<file path="src/rtl/imem_debug_loader_pkg.sv">
// rtl/imem_debug_loader_pkg.sv - shared FSM state and error-code encodings for the imem debug loader
package imem_debug_loader_pkg;

  typedef enum logic [2:0] {
    ST_IDLE,
    ST_COLLECT,
    ST_WRITE,
    ST_VREAD,
    ST_FINISH,
    ST_FAIL
  } state_e;

  typedef enum logic [1:0] {
    ERR_NONE     = 2'd0,
    ERR_VERIFY   = 2'd1,
    ERR_OVERFLOW = 2'd2
  } err_e;

  localparam logic [31:0] WORD_STEP = 32'd4;

endpackage

</file>
<file path="src/rtl/imem_debug_loader_packer.sv">
// rtl/imem_debug_loader_packer.sv - packs bytes little-endian into a zero-padded 32-bit word
module imem_debug_loader_packer (
  input  logic        clk,
  input  logic        reset,
  input  logic        clr_i,
  input  logic        take_i,
  input  logic [7:0]  byte_i,
  input  logic        last_i,
  output logic [31:0] word_o,
  output logic        word_ready_o,
  output logic        last_o
);

  logic [1:0]  idx_q, idx_d;
  logic [31:0] word_q, word_d;
  logic        last_q, last_d;

  always_comb begin
    idx_d  = idx_q;
    word_d = word_q;
    last_d = last_q;
    if (clr_i) begin
      idx_d  = 2'd0;
      word_d = 32'd0;
      last_d = 1'b0;
    end else if (take_i) begin
      word_d[8*idx_q +: 8] = byte_i;
      idx_d                = idx_q + 2'd1;
      last_d               = last_i;
    end
  end

  always_ff @(posedge clk) begin
    if (reset) begin
      idx_q  <= 2'd0;
      word_q <= 32'd0;
      last_q <= 1'b0;
    end else begin
      idx_q  <= idx_d;
      word_q <= word_d;
      last_q <= last_d;
    end
  end

  assign word_o       = word_q;
  assign word_ready_o = take_i && ((idx_q == 2'd3) || last_i);
  assign last_o       = last_q;

endmodule

</file>
<file path="src/rtl/imem_debug_loader.sv">
// rtl/imem_debug_loader.sv - byte stream to instruction-memory debug-port writer with optional readback verify
module imem_debug_loader
  import imem_debug_loader_pkg::*;
#(
  parameter int MEM_WORDS    = 1024,
  parameter int READ_LATENCY = 1,
  parameter int VERIFY       = 1
) (
  input  logic        clk,
  input  logic        reset,
  input  logic        start,
  input  logic [31:0] base_addr,
  input  logic        in_valid,
  output logic        in_ready,
  input  logic [7:0]  in_data,
  input  logic        in_last,
  output logic        debug_en,
  output logic [31:0] debug_addr,
  output logic [31:0] debug_data_in,
  output logic        debug_write_en,
  input  logic [31:0] debug_data_out,
  output logic        cpu_hold,
  output logic        busy,
  output logic        done,
  output logic        error,
  output logic [1:0]  err_code,
  output logic [15:0] word_count
);

  state_e      state_q, state_d;
  logic [31:0] addr_q, addr_d;
  logic        done_q, done_d, error_q, error_d;
  err_e        err_code_q, err_code_d;
  logic [15:0] wc_q, wc_d;
  logic        hold_q, hold_d, busy_q, busy_d;
  logic [2:0]  lat_q, lat_d;
  logic        pk_clr, pk_take, pk_ready, pk_last;
  logic [31:0] pk_word;
  logic        overflow;

  assign in_ready = (state_q == ST_COLLECT);
  assign pk_take  = in_valid && in_ready;
  assign overflow = {2'b00, addr_q[31:2]} >= 32'(MEM_WORDS);

  imem_debug_loader_packer u_packer (
    .clk          (clk),
    .reset        (reset),
    .clr_i        (pk_clr),
    .take_i       (pk_take),
    .byte_i       (in_data),
    .last_i       (in_last),
    .word_o       (pk_word),
    .word_ready_o (pk_ready),
    .last_o       (pk_last)
  );

  always_comb begin
    state_d    = state_q;
    addr_d     = addr_q;
    done_d     = done_q;
    error_d    = error_q;
    err_code_d = err_code_q;
    wc_d       = wc_q;
    hold_d     = hold_q;
    busy_d     = busy_q;
    lat_d      = lat_q;
    pk_clr     = 1'b0;
    case (state_q)
      ST_IDLE: if (start) begin
        done_d     = 1'b0;
        error_d    = 1'b0;
        err_code_d = ERR_NONE;
        wc_d       = 16'd0;
        addr_d     = base_addr & ~32'd3;
        hold_d     = 1'b1;
        busy_d     = 1'b1;
        pk_clr     = 1'b1;
        state_d    = ST_COLLECT;
      end
      ST_COLLECT: if (pk_ready) state_d = ST_WRITE;
      ST_WRITE: begin
        if (overflow) begin
          error_d    = 1'b1;
          err_code_d = ERR_OVERFLOW;
          state_d    = ST_FAIL;
        end else begin
          if (wc_q != 16'hFFFF) wc_d = wc_q + 16'd1;
          if (VERIFY != 0) begin
            lat_d   = 3'd0;
            state_d = ST_VREAD;
          end else if (pk_last) begin
            state_d = ST_FINISH;
          end else begin
            addr_d  = addr_q + WORD_STEP;
            pk_clr  = 1'b1;
            state_d = ST_COLLECT;
          end
        end
      end
      ST_VREAD: begin
        // debug_data_out reflects the address presented READ_LATENCY cycles earlier
        if (lat_q == 3'(READ_LATENCY)) begin
          if (debug_data_out != pk_word) begin
            error_d    = 1'b1;
            err_code_d = ERR_VERIFY;
            state_d    = ST_FAIL;
          end else if (pk_last) begin
            state_d = ST_FINISH;
          end else begin
            addr_d  = addr_q + WORD_STEP;
            pk_clr  = 1'b1;
            state_d = ST_COLLECT;
          end
        end else begin
          lat_d = lat_q + 3'd1;
        end
      end
      ST_FINISH: begin
        done_d  = 1'b1;
        busy_d  = 1'b0;
        hold_d  = 1'b0;
        state_d = ST_IDLE;
      end
      // cpu_hold intentionally left asserted so a corrupt image never runs
      ST_FAIL: begin
        busy_d  = 1'b0;
        state_d = ST_IDLE;
      end
      default: state_d = ST_IDLE;
    endcase
  end

  always_ff @(posedge clk) begin
    if (reset) begin
      state_q    <= ST_IDLE;
      addr_q     <= 32'd0;
      done_q     <= 1'b0;
      error_q    <= 1'b0;
      err_code_q <= ERR_NONE;
      wc_q       <= 16'd0;
      hold_q     <= 1'b0;
      busy_q     <= 1'b0;
      lat_q      <= 3'd0;
    end else begin
      state_q    <= state_d;
      addr_q     <= addr_d;
      done_q     <= done_d;
      error_q    <= error_d;
      err_code_q <= err_code_d;
      wc_q       <= wc_d;
      hold_q     <= hold_d;
      busy_q     <= busy_d;
      lat_q      <= lat_d;
    end
  end

  assign debug_en       = ((state_q == ST_WRITE) && !overflow) || (state_q == ST_VREAD);
  assign debug_write_en = (state_q == ST_WRITE) && !overflow;
  assign debug_addr     = debug_en ? addr_q : 32'd0;
  assign debug_data_in  = debug_en ? pk_word : 32'd0;
  assign cpu_hold       = hold_q;
  assign busy           = busy_q;
  assign done           = done_q;
  assign error          = error_q;
  assign err_code       = err_code_q;
  assign word_count     = wc_q;

endmodule

</file>
<file path="config.mk">
export PLATFORM = sky130hd
export DESIGN_NAME = imem_debug_loader
export DESIGN_NICKNAME = d
export VERILOG_FILES = /design/src/rtl/imem_debug_loader_pkg.sv /design/src/rtl/imem_debug_loader_packer.sv /design/src/rtl/imem_debug_loader.sv
export SDC_FILE = /design/constraint.sdc
export NUM_CORES = 1
export LEC_CHECK = 0
export CAP_MARGIN = 20
export CORE_MARGIN = 2
export CORE_UTILIZATION = 25
export CTS_BUF_LIST = sky130_fd_sc_hd__clkbuf_4 sky130_fd_sc_hd__clkbuf_8
export CTS_CLUSTER_SIZE = 40
export DETAILED_ROUTE_END_ITERATION = 7
export PLACE_DENSITY_LB_ADDON = 0.15
export SLEW_MARGIN = 20
export SYNTH_ARGS = -nofsm -noshare
export SYNTH_HDL_FRONTEND = slang
export SYNTH_SLANG_ARGS = --single-unit
export TNS_END_PERCENT = 5
</file>
<file path="constraint.sdc">
create_clock -name clk -period 2.86 [get_ports clk]
set_input_delay 0.572 -clock clk [delete_from_list [all_inputs] [get_ports clk]]
set_output_delay 0.572 -clock clk [all_outputs]
set_load 0.02 [all_outputs]
</file>
==> qor.csv <==
stage,metric,value,unit
placement,GP Congestion,0.822,
synthesis,Post-Syn Area,5680,um^2
placement,detailed-placement wirelength estimate,14700,um
cells_and_area,Fillers,2396,
clock_tree,TritonCTS clock tree,done,
synthesis,"Seq/Total Area, Yosys",32.8,%
global_route,vias in the first global route,5757,
sta,Period minus WS final,2760,ps
cells_and_area,Area growth syn-to-layout,43.6,%
worst_setup_path,CP max stage delay,350,ps
die,die area,23900,um^2
sta,Hold Slack,482,ps
clock_tree,clk root buf,clkbuf_8,
die,Die W,155,um
power_and_ir_drop,Power Density,397,nW/um^2
synthesis,main combinational cell family by area after synthesis,simple AND/OR/NAND/NOR gates,
sta,final-report hold violation count,0,
sta,Relative slew margins,54.0,%
run,max-cap check violation count,0,
worst_setup_path,CP Launch Type,flop,
detailed_routing,Final ANT Viol Nets,0,
global_route,largest net degree at the start of global routing,70,
sta,Worst-Margin Slew,690,ps
worst_setup_path,critical path type,flop to output pin,
clock_tree,TritonCTS Buffers,9,
die,# rows,55,
placement,Placed Area,7940,um^2
detailed_routing,DRT Wirelength,20800,um
synthesis,#FFs+latches synth,93,
sta,Tcrit/Tclk final,96.4,%
clock_tree,CTS sink count,93,
placement,pre-CTS WS,-98.4,ps
sta,Setup TNS,0,ps
clock_tree,CTS Hold Buffers Added,0,
worst_setup_path,crit-path cells,"nor4_4, nand3_1, buf_6, o31ai_4, buf_6, clkbuf_16, and2_1, buf_4",
global_route,initial antenna violation count,1,
sta,Final Worst Setup Slack,103,ps
synthesis,asr flop ratio synth,0,%
cells_and_area,register area,1860,um^2
die,Starting Density,25.2,%
sta,Final Slew Violations,0,
synthesis,Synth Area in Simple Gates,33.4,%
worst_setup_path,worst-path fanout max,6,
sta,Setup Viol. Count Final,0,
detailed_routing,vias per cell,4.92,
detailed_routing,Avg WL per Cell,17.2,um
cells_and_area,share of cells above drive strength 1,17.8,%
die,core area,22500,um^2
worst_setup_path,Worst path most repeated cell,buf_6,
synthesis,Synth Instances,731,
sta,RSZ-0062 raised after global routing,true,
power_and_ir_drop,Peak supply drop,189,uV
min_path,min-delay worst type,flop to flop,
cells_and_area,diode count,0,
worst_setup_path,CP arrival,2190,ps
synthesis,post-synthesis compound-gate area fraction,18.9,%
clock_tree,CTS H-tree lvls,3,
placement,I/O Buffers,161,
synthesis,Ys Warns,0,
clock_tree,Skew-Pair Late Insertion Delay,380,ps
global_route,GRT Total Usage,17.0,%
cells_and_area,"Net count, final",1005,
detailed_routing,Via Count,5948,
sta,Fmax achieved,363,MHz
clock_tree,clk buf depth,2,
worst_setup_path,Worst EP required,2290,ps
cells_and_area,most frequent cells in the layout,"clkdlybuf4s50_1 (98), dfxtp_1 (91), nand2_1 (77)",
worst_setup_path,Critical Path Start,addr_q[18]$_SDFFE_PP0P_,
cells_and_area,design area,8160,um^2
synthesis,"top cells by area, synth","dfxtp_1 (33%), and2_1 (7.8%), xnor2_1 (5.2%)",
global_route,first-pass GRT wire length,32300,um
status,status,finished clean,
die,Die Ht,155,um
synthesis,post-synth top area cell,dfxtp_1,
synthesis,mux share of post-synthesis cell area,0.529,%
detailed_routing,drt pass-1 iters,5,
synthesis,syn avg cell area,7.77,um^2
sta,worst clock skew,12.5,ps
synthesis,Synth Area in Adders,2.20,%
power_and_ir_drop,P_leak,3.07,nW
clock_tree,Worst-path clk slew,110,ps
cells_and_area,multi-input logic area,3590,um^2
worst_setup_path,CP max stage cell,dfxtp_2,
global_route,total gr overflow,0,
worst_setup_path,reg2reg start,addr_q[2]$_SDFFE_PP0P_,
synthesis,Yosys top cell area share,32.8,%
cells_and_area,"commonest non-fill, non-tap cell in the layout",clkdlybuf4s50_1,
detailed_routing,DR iter-0 viols,333,
synthesis,Post-synth EDFFs,0,
synthesis,Yosys cell types,61,
synthesis,xor and xnor area share after synthesis,7.40,%
detailed_routing,Residual DRC,0,
synthesis,top_reg_cell synth,dfxtp_1,
min_path,Worst Min Path Start,busy$_SDFFE_PP0P_,
die,io pins,166,
worst_setup_path,crit path capture type,output pin,
==> metrics by stage <==
stage	total power, mW	cells	utilization [%]
after floorplan	1.75	732	-
after global placement	2.10	1188	35.3
after detailed placement	2.10	1188	35.3
after CTS	3.27	1207	35.6
after global routing	3.39	1208	36.3
final	3.24	1208	36.3
==> synth_stat cells, types with 3 or more instances <==
cell,instances
nand3_1,50
a221oi_1,3
nor2_1,63
mux2i_1,3
nand4b_1,5
o211ai_1,3
dfxtp_1,93
and4_1,6
a2bb2oi_1,3
a31oi_1,9
buf_4,4
buf_2,14
inv_1,13
nor3b_1,6
o21ai_0,7
nor3_2,4
a2111oi_0,3
o311ai_0,12
and3_1,17
ha_1,10
xnor2_1,34
o32ai_1,6
nor4_1,13
xor2_1,14
a21oi_1,59
and2_1,71
a311oi_1,3
a22oi_1,7
a211oi_1,4
nand2_1,77
o31ai_1,15
a41oi_1,3
nand4_1,21
clkbuf_1,29
nor3_1,11
==> flip-flops by register name, summed over array words and instances (netlist names) <==
signal           cells
addr_q              30
err_code             2
word_count          16
cpu_hold             1
u_packer.idx_q       2
done                 1
u_packer.last_o      1
busy                 1
state_q              3
lat_q                3
u_packer.word_o     32
error                1
==> power by group <==
group / leakage [nW] / switching [mW] / internal, mW / total, mW
clock: 0.127 / 0.534 / 0.613 / 1.15
combinational: 2.19 / 0.348 / 0.334 / 0.682
sequential: 0.757 / 0.0585 / 1.35 / 1.41
total: 3.07 / 0.941 / 2.30 / 3.24
==> what timing repair did <==
| item | 4_1_cts | 5_1_grt |
|---|---|---|
| setup buffers | 2 | 0 |
| resized for setup | 240 | 69 |
| setup endpoints to repair | 63 | 61 |
| gates cloned | 1 | 2 |
| pin swaps | 2 | 4 |
| endpoints found under the hold margin | 0 | 0 |
==> worst max-delay path: cells and delay by family (launching register included) <==
family | cells | cell delay [ps]
DFF | 1 | 350
AOI/OAI and AO/OA | 1 | 250
buffers and inverters | 4 | 670
and+or+nand+nor | 3 | 530
==> metal layers <==
metal | track usage, % | part of all wire [%] | vias to the layer above
li1 | - | - | 3013
met1 | 22.8 | 47 | 2726
met2 | 27.0 | 45 | 184
met3 | 3.61 | 5.7 | 23
met4 | 6.08 | 1.7 | 2
met5 | 0 | 0.053 | -
==> area by class of cell <==
type | count | share of cell area [%]
flip-flops and latches | 93 | 22.9
inverters | 13 | 0.598
multi-input cells | 576 | 44.1
clock inverters | 6 | 1.43
clock buffers | 10 | 1.69
well taps | 285 | 4.37
repair buffers | 225 | 25.0
==> final timing paths <==
kind / endpoint / slack (ps) / depth (start not counted)
setup / recovery: debug_data_in[6] / 100 / 8
hold / removal: busy$_SDFFE_PP0P_ / 480 / 2
setup reg to reg: addr_q[24]$_SDFFE_PP0P_ / 510 / 7
hold reg to reg: busy$_SDFFE_PP0P_ / 480 / 2
==> cells by family (layout without fill, tap and decap cells) <==
group | count (synthesis) | in the layout
buffers and inverters | 63 | 254
XOR/XNOR | 48 | 48
adder cells (fa/ha/maj) | 10 | 10
flip-flops | 93 | 93
multiplexers | 3 | 3
AO/OA/AOI/OAI | 156 | 156
other | 1 | 2
AND/OR/NAND/NOR | 357 | 357
(Power assumes the default switching activity.)
